`src/rtl/boundary_slot_scheduler_if.sv`:
```
// Requester-side and boundary-side signals of the boundary slot scheduler.
// slave is the scheduler's view; master is the requester/boundary environment view.
interface boundary_slot_scheduler_if #(
  parameter int N      = 4,
  parameter int FLIT_W = 144
);
  logic [N-1:0]        req_valid;
  logic [N*FLIT_W-1:0] req_flit;
  logic [N-1:0]        req_ready;
  logic                bnd_stall;
  logic [FLIT_W-1:0]   bnd_flit;
  logic                bnd_valid;
  logic                bnd_slot;
  logic                bnd_fire;

  modport master (
    output req_valid, req_flit, bnd_stall,
    input  req_ready, bnd_flit, bnd_valid, bnd_slot, bnd_fire
  );

  modport slave (
    input  req_valid, req_flit, bnd_stall,
    output req_ready, bnd_flit, bnd_valid, bnd_slot, bnd_fire
  );
endinterface

```
`src/rtl/boundary_slot_scheduler.sv`:
```
// Round-robin + starvation-override arbiter feeding a 1-entry holding register that drains
// only on boundary slot cycles; grant-to-valid is 1 cycle, stall holds the flit and blocks grants.
module boundary_slot_scheduler #(
  parameter int N          = 4,
  parameter int FLIT_W     = 144,
  parameter int RATIO      = 4,
  parameter int STARVE_LIM = 3
) (
  input  logic                   clk,
  input  logic                   rst,
  boundary_slot_scheduler_if.slave bus
);
  localparam int PW = (RATIO > 1) ? $clog2(RATIO) : 1;
  localparam int IW = (N > 1) ? $clog2(N) : 1;
  localparam int SW = (STARVE_LIM > 0) ? $clog2(STARVE_LIM + 1) : 1;

  typedef enum logic {EMPTY, FULL} state_t;

  state_t            state_q, state_d;
  logic [PW-1:0]     phase_q;
  logic [IW-1:0]     rr_ptr_q;
  logic [SW-1:0]     starve_q [N];
  logic [FLIT_W-1:0] hold_q;
  logic [FLIT_W-1:0] flits [N];

  logic          slot, fire, can_load, grant_any;
  logic          starved_found, rr_found;
  logic [IW-1:0] starved_idx, rr_idx, rr_probe, winner, rr_next;
  logic [N-1:0]  grant;
  int            rr_j;

  assign slot      = (phase_q == PW'(RATIO - 1));
  assign fire      = (state_q == FULL) && slot && !bus.bnd_stall;
  assign can_load  = (state_q == EMPTY) || fire;
  assign grant_any = can_load && (|bus.req_valid);

  always_comb begin
    for (int i = 0; i < N; i++) begin
      flits[i] = bus.req_flit[i*FLIT_W +: FLIT_W];
    end
  end

  // Starved requesters pre-empt round-robin; the lowest starved index wins.
  always_comb begin
    starved_found = 1'b0;
    starved_idx   = '0;
    rr_found      = 1'b0;
    rr_idx        = '0;
    rr_probe      = '0;
    rr_j          = 0;
    for (int i = 0; i < N; i++) begin
      if (!starved_found && bus.req_valid[i] && (starve_q[i] >= SW'(STARVE_LIM))) begin
        starved_found = 1'b1;
        starved_idx   = IW'(i);
      end
    end
    for (int k = 0; k < N; k++) begin
      rr_j     = (int'(rr_ptr_q) + k) % N;
      rr_probe = IW'(rr_j);
      if (!rr_found && bus.req_valid[rr_probe]) begin
        rr_found = 1'b1;
        rr_idx   = rr_probe;
      end
    end
  end

  assign winner  = starved_found ? starved_idx : rr_idx;
  assign rr_next = (winner == IW'(N - 1)) ? '0 : winner + 1'b1;
  assign grant   = grant_any ? (N'(1) << winner) : '0;

  always_comb begin
    state_d = state_q;
    case (state_q)
      EMPTY:   if (grant_any) state_d = FULL;
      FULL:    if (fire && !grant_any) state_d = EMPTY;
      default: state_d = EMPTY;
    endcase
  end

  always_ff @(posedge clk or posedge rst) begin
    if (rst) begin
      state_q  <= EMPTY;
      phase_q  <= '0;
      rr_ptr_q <= '0;
      hold_q   <= '0;
      for (int i = 0; i < N; i++) starve_q[i] <= '0;
    end else begin
      state_q <= state_d;
      phase_q <= slot ? '0 : phase_q + 1'b1;
      if (grant_any) begin
        hold_q   <= flits[winner];
        rr_ptr_q <= rr_next;
      end
      // Only slots actually spent on someone else count against a waiting requester.
      for (int i = 0; i < N; i++) begin
        if (!bus.req_valid[i] || grant[i]) begin
          starve_q[i] <= '0;
        end else if (fire && (starve_q[i] < SW'(STARVE_LIM))) begin
          starve_q[i] <= starve_q[i] + 1'b1;
        end
      end
    end
  end

  assign bus.req_ready = grant;
  assign bus.bnd_flit  = hold_q;
  assign bus.bnd_valid = (state_q == FULL);
  assign bus.bnd_slot  = slot;
  assign bus.bnd_fire  = fire;
endmodule

```
`src/flat_wrapper.sv`:
```
// flat-port wrapper written by rule: the top's interface ports become plain ports
module boundary_slot_scheduler_flat 
#(
  parameter int N          = 4,
  parameter int FLIT_W     = 144,
  parameter int RATIO      = 4,
  parameter int STARVE_LIM = 3
)
  (clk, rst, bus_req_valid, bus_req_flit, bus_bnd_stall, bus_req_ready, bus_bnd_flit, bus_bnd_valid, bus_bnd_slot, bus_bnd_fire);
  boundary_slot_scheduler_if #(.N(N), .FLIT_W(FLIT_W)) bus_i ();
  input  logic clk;
  input  logic rst;
  input wire logic [$bits(bus_i.req_valid)-1:0] bus_req_valid;
  input wire logic [$bits(bus_i.req_flit)-1:0] bus_req_flit;
  input wire logic [$bits(bus_i.bnd_stall)-1:0] bus_bnd_stall;
  output wire logic [$bits(bus_i.req_ready)-1:0] bus_req_ready;
  output wire logic [$bits(bus_i.bnd_flit)-1:0] bus_bnd_flit;
  output wire logic [$bits(bus_i.bnd_valid)-1:0] bus_bnd_valid;
  output wire logic [$bits(bus_i.bnd_slot)-1:0] bus_bnd_slot;
  output wire logic [$bits(bus_i.bnd_fire)-1:0] bus_bnd_fire;
  assign bus_i.req_valid = bus_req_valid;
  assign bus_i.req_flit = bus_req_flit;
  assign bus_i.bnd_stall = bus_bnd_stall;
  assign bus_req_ready = bus_i.req_ready;
  assign bus_bnd_flit = bus_i.bnd_flit;
  assign bus_bnd_valid = bus_i.bnd_valid;
  assign bus_bnd_slot = bus_i.bnd_slot;
  assign bus_bnd_fire = bus_i.bnd_fire;
  boundary_slot_scheduler #(.N(N), .FLIT_W(FLIT_W), .RATIO(RATIO), .STARVE_LIM(STARVE_LIM)) u_core (.clk(clk), .rst(rst), .bus(bus_i));
endmodule
```
`config.mk`:
```
export PLATFORM = sky130hd
export DESIGN_NAME = boundary_slot_scheduler_flat
export DESIGN_NICKNAME = d
export VERILOG_FILES = /design/src/rtl/boundary_slot_scheduler_if.sv /design/src/rtl/boundary_slot_scheduler.sv /design/src/flat_wrapper.sv
export SDC_FILE = /design/constraint.sdc
export NUM_CORES = 1
export LEC_CHECK = 0
export BUFFER_PORTS_ARGS = -buffer_cell sky130_fd_sc_hd__buf_2
export CAP_MARGIN = 20
export CORE_AREA = 2 2 289 291
export DETAILED_ROUTE_END_ITERATION = 12
export DIE_AREA = 0 0 291 293
export GPL_TIMING_DRIVEN = 1
export PLACE_DENSITY_LB_ADDON = 0.12
export SYNTH_ARGS = -nofsm -noshare
export SYNTH_HDL_FRONTEND = slang
export SYNTH_SLANG_ARGS = --single-unit
```
`constraint.sdc`:
```
create_clock -name clk -period 5.7 [get_ports clk]
set_clock_uncertainty 0.1 [all_clocks]
set_input_delay 1.425 -clock clk [delete_from_list [all_inputs] [get_ports clk]]
set_output_delay 1.425 -clock clk [all_outputs]
set_load 0.005 [all_outputs]
```
---- Word-level counts from Yosys, hierarchy flattened ----
Index checks and enable logic that the tools add are counted.
word-level totals
  logic and storage cells ................. 115
  bits in latches ......................... 0
  output and inout port bits .............. 151
  bits in writable memories ............... 0
  input port bits ......................... 583
  memories kept ........................... 0
  bits in registers ....................... 157
  bits in read-only memories .............. 0
operators by class
  magnitude comparators ................... 13
  divide/modulo/power cells ............... 0
  shift-type cells ........................ 1
  multiplexer cells ....................... 40
  equal/unequal tests ..................... 2
  bitwise operators ....................... 2
  multiply operators ...................... 0
  reduce and logical (&&, ||, !) cells .... 40
  add/sub/neg operators ................... 9
operators with widths
  cell                                                                  number
  144-bit binary-select mux with 2-bit select                           1
  144-bit two-way mux                                                   2
  2-bit two-way mux                                                     17
  1-bit logical AND                                                     18
  2-bit by 1-bit adder with 2-bit output, second input constant         7
  1-bit two-way mux                                                     14
  1-bit zero test                                                       12
  2-bit by 3-bit < comparator with 1-bit output, second input constant  4
  1-bit binary-select mux with 2-bit select                             4
  2-bit greater-or-equal comparator, second input constant              4
  2-bit < comparator, second input constant                             4
  2-bit nonzero test                                                    4
  1-bit logical OR                                                      5
  2-bit adder, second input constant                                    2
  2-bit == test, second input constant                                  2
  4-bit two-way mux                                                     1
  4-bit OR reduction                                                    1
  1-bit by 2-bit << shifter with 4-bit output, first input constant     1
  3-bit greater-or-equal comparator, second input constant              1
  2-bit NOT with 3-bit output                                           1
  1-bit one-hot mux with 2 select lines                                 1
  1-bit NOT                                                             1

---- Logic depth before layout (Yosys ltp) ----
Gate-level depths: netlist (run 1).
  depth after elaboration ................. 20
  gate-level depth with buffers ........... 13
  gate-level depth less buffers ........... 10

---- Worst setup path before layout (run 1) ----
No wires, ideal clock.
  path type ............................... input -> output
  from .................................... input port bus_req_valid[2]
  to ...................................... output port bus_req_ready[0]
  buffers on the path ..................... 4
  setup slack ............................. 1.125 ns
  required time ........................... 4.175 ns
  stages .................................. 11
  arrival ................................. 3.050 ns
  cell sequence ........................... buf_2 -> nor2b_1 -> o21ai_0 -> a31o_2 -> nand2_1 -> buf_2 -> buf_2 -> buf_2 -> inv_1 -> ha_1 -> and2_1
between the ends
  cells in the longest elaborated chain, start to end .. 15
  elaborated cells between the ends (all ways) .. 35
  classes of those cells .................. 1 x shift; 21 x mux; 13 x reduce/logical
ends and longest elaborated chain
  element                                      RTL line                       text
  start: declaration                           flat_wrapper.sv:13             input wire logic [$bits(bus_i.req_valid)-1:0] bus_req_valid;
  1-bit binary-select mux with 2-bit select    boundary_slot_scheduler.sv:60  if (!rr_found && bus.req_valid[rr_probe]) begin
  1-bit two-way mux (not written as such)      boundary_slot_scheduler.sv:60
  1-bit two-way mux                            boundary_slot_scheduler.sv:60
  1-bit zero test                              boundary_slot_scheduler.sv:60
  1-bit logical AND                            boundary_slot_scheduler.sv:60
  1-bit two-way mux                            boundary_slot_scheduler.sv:60
  1-bit zero test                              boundary_slot_scheduler.sv:60
  1-bit logical AND                            boundary_slot_scheduler.sv:60
  1-bit two-way mux                            boundary_slot_scheduler.sv:60
  1-bit zero test                              boundary_slot_scheduler.sv:60
  1-bit logical AND                            boundary_slot_scheduler.sv:60
  2-bit two-way mux                            boundary_slot_scheduler.sv:60
  2-bit two-way mux                            boundary_slot_scheduler.sv:67  assign winner = starved_found ? starved_idx : rr_idx;
  1-bit by 2-bit << shifter with 4-bit output  boundary_slot_scheduler.sv:69  assign grant = grant_any ? (N'(1) << winner) : '0;
  4-bit two-way mux (*)                        boundary_slot_scheduler.sv:69
  end: declaration                             flat_wrapper.sv:16             output wire logic [$bits(bus_i.req_ready)-1:0] bus_req_ready;
Every way passes the cells marked *; elsewhere a longest branch is shown, timed or not. The select of a mux whose other input is x is not followed.

---- Worst setup path after layout (run 1) ----
  from .................................... input port bus_req_valid[0]
  to ...................................... output port bus_req_ready[2]
between the ends
  cells in the longest elaborated chain, start to end .. 17
  elaborated cells between the ends (all ways) .. 43
  classes of those cells .................. 1 x shift; 24 x mux; 18 x reduce/logical
ends and longest elaborated chain
  element                                                                             RTL line
  branches (longest 16 deep; another with 1-bit binary-select mux with 2-bit select)  n/a
  4-bit two-way mux (*)                                                               boundary_slot_scheduler.sv:69
Mark *: on every way between the ends. The select of a mux whose other input is x is not followed.

==> metrics.json, run 1 <==
{
  "route.antenna.remaining_nets": 0,
  "ctsHoldBuffers": 0,
  "critical_path.reg2reg.startpoint": "u_core.starve_q[4]",
  "hold_end": "u_core.phase_q[0]",
  "crit_path_max_fanout": 9,
  "number_of_global_route_vias_before_repair": 11200,
  "fin_crit_sh_pct": 83.5,
  "tns_ns": 0,
  "synth_seq_cells": 157,
  "worst-slew-pin-transition_ns": 1.01,
  "port-buffer-count": 733,
  "setup_viol": 0,
  "whs_path_depth": 1,
  "clock_sinks": 157,
  "proportion_of_synthesized_chip_area_in_sequential_cells_pct": 40.0,
  "die_height_microns": 293,
  "startpoint_type": "input port",
  "drc_violation_count_after_routing": 0,
  "final_critical_path_setup_slack_ns": 0.943,
  "postCtsResizedCells": 0,
  "finalCriticalPeriod_ns": 4.76,
  "final_hold_vio_count": 0,
  "slowest_stage": "or4b_1",
  "detail_route.wirelength_microns": 47900,
  "finish.utilization_pct": 18.6,
  "routabilityCongestion": 0.815,
  "stdcell_area_sq_um": 15200,
  "floorplan.rows": 105,
  "core_sq_um": 81800,
  "cts.htree.levels": 4,
  "antenna_violations_before_repair": 10,
  "clock_latency_of_the_later_clocked_register_in_the_worst_skew_pair_ns": 0.47,
  "die_area_sq_um": 85300,
  "ir_worst_vdd_uv": 287,
  "share_of_post_route_cells_with_drive_strength_above_1_pct": 51.0,
  "grt.total_usage_pct": 11.0,
  "final-max-slew-violation-count": 0,
  "worstSetupPathType": "input port to output port",
  "drt_iter0_drc": 329,
  "yosysUniqueCellTypes": 35,
  "fin_hold_ws_ns": 0.327,
  "power_per_cell_area_nw_per_um2": 384,
  "post-place-cells": 2642,
  "post_drt_via_cell_ratio": 3.79,
  "mostFrequentLayoutCells": "buf_2 (733), mux2i_1 (288), dfrtp_1 (157), nand2_1 (156), o221ai_1 (116)",
  "non_filler_instance_count_after_layout": 2678,
  "timing.critical_path.cells": "buf_2 -> or4b_1 -> o211a_1 -> o221ai_1 -> and3_4 -> inv_2 -> ha_1 -> and2_1 -> buf_2",
  "grt-ovfl-total": 0,
  "initial_core_utilization_pct": 12.0,
  "yosys_warnings": 0,
  "r2r.worst_path.cells": 8,
  "leakagePower_nw": 7.70,
  "layout_commonest_cell": "buf_2",
  "vias": 10100,
  "post-place-ws_ns": 0.930,
  "number_of_standard_cells_after_synthesis": 905,
  "max-clock-path-buffers": 2,
  "outcome": "finished, final reports clean",
  "required_worst_endpoint_ns": 4.18,
  "achievable-frequency_mhz": 210,
  "grt_first_pass_wirelength_microns": 69900,
  "cts_tree": "built",
  "max_slew_margin_pct": 32.3,
  "area.growth.synth_to_final_pct": 54.8,
  "grt_start_max_net_pins": 117,
  "cts.reportedPaths.clkPinSlew_ns": 0.07,
  "worstSetupEndpointType": "output port",
  "syn_avg_cell_area_sq_um": 10.9,
  "placedInstanceArea_sq_um": 14600,
  "holdCritStartpoint": "u_core.phase_q[0]",
  "power.total_mw": 5.84,
  "setup_fix_buffers_added_after_clock_tree_synthesis": 0,
  "timing.hold.worst.class": "flip-flop to flip-flop",
  "master_cell_of_the_clock_root_buffer": "clkbuf_16",
  "cp_data_arrival_time_ns": 3.23,
  "timing.reg2reg.setup_slack_ns": 2.17,
  "r2r_end": "u_core.bus.bnd_flit[43]",
  "number_of_buffers_created_by_cts": 17,
  "detailedPlacementHpwl_microns": 36800,
  "syn_nets": 1497,
  "worst_path_dominant_cell_family": "simple AND/OR/NAND/NOR gates",
  "rsz0062_at_grt": "no",
  "layout.nets": 2183,
  "critical_path_max_stage_delay_ns": 0.50,
  "drv.max_cap_violation_count": 0,
  "worst_path_most_repeated_cell": "buf_2",
  "fp.dieW_microns": 291,
  "synth.cell_area_sq_um": 9830,
  "drt_pass1_iterations": 6,
  "design.portCount": 734,
  "worst-path-buf-inv": 3,
  "wl_per_cell_microns": 17.9
}
[worst max-delay path by stage]
stage | from | slack [ns] | endpoint | depth (start not counted)
CTS | bus_req_valid[0] | 0.92 | bus_req_ready[2] | 9
global route | bus_req_valid[0] | 0.83 | bus_req_ready[2] | 9
finish | bus_req_valid[0] | 0.94 | bus_req_ready[2] | 9
global placement | bus_req_valid[0] | 0.89 | bus_req_ready[2] | 9
floorplan | bus_req_valid[2] | 1.13 | bus_req_ready[0] | 11
detailed placement | bus_req_valid[0] | 0.93 | bus_req_ready[2] | 9
[logic make-up (layout without fill, tap and decap cells)]
group | after synthesis | count (layout) | share of synthesized area [%]
adder cells (fa/ha/maj) | 10 | 10 | 1.25
multiplexers | 288 | 288 | 29.3
buffers and inverters | 90 | 789 | 5.05
other | 0 | 4 | 0
XOR/XNOR | 4 | 4 | 0.356
flip-flops | 157 | 157 | 40.0
AO/OA/AOI/OAI | 167 | 167 | 16.2
AND/OR/NAND/NOR | 189 | 189 | 7.83
[cell type report]
type                    instances  area, sq um
multi-input cells             658         5440
flip-flops and latches        157         3930
repair buffers                750         3900
diodes                          4         10.0
well taps                    1070         1340
clock buffers                  19          443
fillers                      9188        66600
clock inverters                13          130
inverters                       7         30.0
[cells in the mapped netlist (all sizes together)]
cell    instances  share of area (%)
ha              9                1.1
nor4            1              0.064
nand3           2               0.10
nand2b          4               0.25
clkbuf         25               0.95
inv             7               0.27
and2            4               0.25
dfrtp         157                 40
a22o            1              0.089
and3            1               0.11
maj3            1               0.10
nand3b          1              0.076
mux2i         288                 29
nor2b           3               0.19
a22oi           2               0.15
buf            58                3.8
nor2           13               0.50
o21bai          1              0.076
a21o            1              0.076
or4b            1               0.10
a32oi           1              0.089
o211a           1               0.10
o221ai        145                 15
a21oi           6               0.31
a32o            1               0.10
a31o            1              0.089
xnor2           4               0.36
nand2         159                6.2
o21ai           7               0.36
[routing by layer]
| metal | part of all wire [%] | track usage (%) | wire (microns) | vias up |
|---|---|---|---|---|
| met5 | 0.077 | 0 | 37 | - |
| met4 | 2.2 | 3.55 | 1060 | 8 |
| met3 | 7.4 | 3.84 | 3560 | 50 |
| met2 | 53 | 20.8 | 25500 | 455 |
| met1 | 37 | 11.2 | 17700 | 4805 |
| li1 | - | - | - | 4823 |
[report_power, final]
group	switching, mW	total [mW]	leakage [nW]	internal, mW
Clock	0.582	1.21	0.280	0.623
Combinational	1.44	2.81	5.49	1.37
Sequential	0.249	1.82	1.94	1.57
Total	2.27	5.84	7.70	3.57
[state kept, by name, summed over array words and instances, names as in the netlist]
| signal | cells |
|---|---|
| u_core.bus.bnd_valid | 1 |
| u_core.starve_q | 8 |
| u_core.rr_ptr_q | 2 |
| u_core.bus.bnd_flit | 144 |
| u_core.phase_q | 2 |
No activity file was read; power rests on OpenSTA's default activity.
==> run 2, diff against run 1 <==
--- a/config.mk
+++ b/config.mk
@@ -7,9 +7,9 @@
 export LEC_CHECK = 0
 export BUFFER_PORTS_ARGS = -buffer_cell sky130_fd_sc_hd__buf_2
 export CAP_MARGIN = 20
-export CORE_AREA = 2 2 289 291
+export CORE_AREA = 2 2 283 285
 export DETAILED_ROUTE_END_ITERATION = 12
-export DIE_AREA = 0 0 291 293
+export DIE_AREA = 0 0 285 287
 export GPL_TIMING_DRIVEN = 1
 export PLACE_DENSITY_LB_ADDON = 0.12
 export SYNTH_ARGS = -nofsm -noshare
==> constraint.sdc (replaced) <==
create_clock -name clk -period 4.97 [get_ports clk]
set_clock_uncertainty 0.1 [all_clocks]
set_input_delay 1.2425 -clock clk [delete_from_list [all_inputs] [get_ports clk]]
set_output_delay 1.2425 -clock clk [all_outputs]
set_load 0.005 [all_outputs]
==> metrics.json, run 2 (synthesized netlist as in run 1, its figures left out) <==
{
  "timing.hold.worst.class": "flip-flop to flip-flop",
  "vias": {"value": 10200, "change": "+0.24%"},
  "clock_power_share": {"value": 20.3, "unit": "%", "change": "-0.3 points"},
  "detail_route.wirelength": {"value": 49700, "unit": "microns", "change": "+3.9%"},
  "setup_fix_buffers_added_after_clock_tree_synthesis": {"value": 0, "change": "unchanged"},
  "final_critical_path_setup_slack": {"value": 0.597, "unit": "ns", "change": "-0.346 ns"},
  "worstSetupPathType": "input port to output port",
  "required_worst_endpoint": {"value": 3.63, "unit": "ns", "change": "-0.55 ns"},
  "setup_viol": {"value": 0, "change": "unchanged"},
  "grt.total_usage": {"value": 11.8, "unit": "%", "change": "+0.75 points"},
  "achievable-frequency_mhz": 229,
  "cellInternalPower": {"value": 4.11, "unit": "mW", "change": "+15%"},
  "die_height": {"value": 287, "unit": "microns", "change": "-2.0%"},
  "largest_reg_flops": {"value": 144, "change": "unchanged"},
  "final_hold_vio_count": {"value": 0, "change": "unchanged"},
  "met3_global_route_usage": {"value": 3.56, "unit": "%", "change": "-0.29 points"},
  "drv.max_cap_violation_count": {"value": 0, "change": "unchanged"},
  "initial_core_utilization": {"value": 12.5, "unit": "%", "change": "+0.49 points"},
  "max-clock-path-buffers": {"value": 2, "change": "unchanged"},
  "cts.reportedPaths.clkPinSlew": {"value": 0.07, "unit": "ns", "change": "about the same"},
  "grt_start_max_net_pins": {"value": 126, "change": "+7.7%"},
  "startpoint_type": "input port",
  "cts_tree": "built",
  "final-max-slew-violation-count": {"value": 0, "change": "unchanged"},
  "drt_pass1_iterations": {"value": 4, "change": "-2"},
  "port-buffer-count": {"value": 733, "change": "unchanged"},
  "outcome": "finished, final reports clean",
  "net_switching_share_of_the_total_power": {"value": 39.4, "unit": "%", "change": "+0.52 points"},
  "post_drt_via_cell_ratio": {"value": 3.82, "change": "+0.88%"},
  "design.portCount": {"value": 734, "change": "unchanged"},
  "drc_violation_count_after_routing": {"value": 0, "change": "unchanged"},
  "placedInstanceArea": {"value": 14600, "unit": "sq um", "change": "about the same"},
  "worst-slew-pin-transition": {"value": 1.11, "unit": "ns", "change": "+0.0982 ns"},
  "layout_commonest_cell": "buf_2",
  "drt_iter0_drc": {"value": 305, "change": "-7.3%"},
  "wl_per_cell": {"value": 18.7, "unit": "microns", "change": "+4.5%"},
  "rsz0062_at_grt": "no",
  "worstSetupEndpointType": "output port",
  "mostFrequentLayoutCells": "buf_2 (733), mux2i_1 (288), dfrtp_1 (157), nand2_1 (156), o221ai_1 (116)",
  "busiest_layer": "met2",
  "ctsHoldBuffers": {"value": 0, "change": "unchanged"},
  "layout.nets": {"value": 2187, "change": "+0.18%"},
  "routabilityCongestion": {"value": 0.853, "change": "+4.6%"},
  "ir_worst_vdd": {"value": 345, "unit": "uV", "change": "+20%"},
  "share_of_post_route_cells_with_drive_strength_above_1": {"value": 51.1, "unit": "%", "change": "+0.12 points"},
  "finalCriticalPeriod_ns": 4.37,
  "cts.htree.levels": {"value": 4, "change": "unchanged"},
  "power_per_cell_area": {"value": 446, "unit": "nW/um^2", "change": "+16%"},
  "die_area": {"value": 81800, "unit": "sq um", "change": "-4.1%"},
  "crit_path_max_fanout": {"value": 9, "change": "unchanged"},
  "route.antenna.remaining_nets": {"value": 0, "change": "unchanged"},
  "clock_sinks": {"value": 157, "change": "unchanged"},
  "layout.filler_cells": {"value": 8823, "change": "-4.0%"},
  "groute.layer.met2.usage": {"value": 21.8, "unit": "%", "change": "+0.99 points"},
  "leakagePower": {"value": 7.71, "unit": "nW", "change": "+0.17%"},
  "postCtsResizedCells": {"value": 0, "change": "unchanged"},
  "master_cell_of_the_clock_root_buffer": "clkbuf_16",
  "max_slew_margin": {"value": 25.8, "unit": "%", "change": "-6.5 points"},
  "grt_use_met1": {"value": 12.9, "unit": "%", "change": "+1.7 points"},
  "grt-ovfl-total": {"value": 0, "change": "unchanged"},
  "fin_crit_sh_pct": 88.0,
  "detailedPlacementHpwl": {"value": 38700, "unit": "microns", "change": "+5.0%"},
  "pwr-share-comb": {"value": 48.8, "unit": "%", "change": "+0.6 points"},
  "fp.dieW": {"value": 285, "unit": "microns", "change": "-2.1%"},
  "area.growth.synth_to_final": {"value": 54.9, "unit": "%", "change": "about the same"},
  "core": {"value": 78600, "unit": "sq um", "change": "-4.0%"},
  "clock_latency_of_the_later_clocked_register_in_the_worst_skew_pair": {"value": 0.47, "unit": "ns", "change": "about the same"},
  "antenna_violations_before_repair": {"value": 15, "change": "+5"},
  "grt_first_pass_wirelength": {"value": 71200, "unit": "microns", "change": "+1.8%"},
  "tns": {"value": 0, "unit": "ns", "change": "unchanged"},
  "post-place-ws": {"value": 0.603, "unit": "ns", "change": "-0.326 ns"},
  "number_of_global_route_vias_before_repair": {"value": 11000, "change": "-2.0%"},
  "fin_hold_ws": {"value": 0.326, "unit": "ns", "change": "-0.000620 ns"},
  "power.total": {"value": 6.78, "unit": "mW", "change": "+16%"},
  "floorplan.rows": {"value": 103, "change": "-1.9%"},
  "power_dissipated_by_switching_net_loads": {"value": 2.68, "unit": "mW", "change": "+18%"},
  "sequentialPowerShare": {"value": 30.8, "unit": "%", "change": "-0.4 points"},
  "cp_data_arrival_time": {"value": 3.03, "unit": "ns", "change": "-0.20 ns"},
  "stdcell_area": {"value": 15200, "unit": "sq um", "change": "about the same"},
  "number_of_buffers_created_by_cts": {"value": 17, "change": "unchanged"}
}
[run 2: cell count changes in the layout (fill, tap and decap cells not counted)]
cell	delta
inv_8	+1
inv_6	-2
clkinvlp_4	+1
diode_2	-1
buf_4	+4
[run 2: routing by layer]
metal  wire [microns]  share of wire (%)
met5               55               0.11
met4              868                1.7
met3             3450                6.9
met2            26400                 53
met1            19000                 38
[run 2: metrics by stage]
stage | utilization, % | std cells
after CTS | 19.4 | 2658
final | 19.4 | 2661
after global routing | 19.4 | 2659
after floorplan | - | 905
after global placement | 18.6 | 2626
after detailed placement | 18.6 | 2626
[run 2: final timing paths]
check,slack (ns),start,depth (start not counted),endpoint
worst min-delay path,0.33,u_core.phase_q[0],1,u_core.phase_q[0]
worst max-delay path,0.60,bus_req_valid[0],9,bus_req_ready[0]
worst max register to register,1.62,u_core.starve_q[4],8,u_core.bus.bnd_flit[125]
worst min register to register,0.33,u_core.phase_q[0],1,u_core.phase_q[0]
min in group asynchronous,0.76,rst,3,u_core.bus.bnd_flit[95]
max in group asynchronous,3.44,rst,3,u_core.bus.bnd_flit[24]
[run 2: final cells by class]
class	count	area, sq um	share of cell area (%)
clock buffer	19	443	2.91
antenna	3	7.51	0.0493
timing repair buffer	754	3930	25.8
sequential	157	3930	25.8
clock inverter	13	131	0.863
inverter	7	30.0	0.197
multi-input combinational	658	5440	35.7
tap	1050	1310	8.63
[run 2: worst max-delay path: stages]
cell	delay [ns]
buf_2	0.16
or4b_1	0.50
o211a_1	0.22
o221ai_1	0.07
and3_4	0.28
inv_2	0.09
ha_1	0.19
and2_1	0.15
buf_2	0.13
[run 2: power groups by stage]
stage / clock [mW] / sequential (mW) / combinational [mW]
finish: 1.38 / 2.09 / 3.31
global route: 1.52 / 2.17 / 3.61
CTS: 1.48 / 2.10 / 3.40
detailed placement: 0 / 2.10 / 3.40
global placement: 0 / 2.11 / 3.41
floorplan: 0 / 2.14 / 1.92
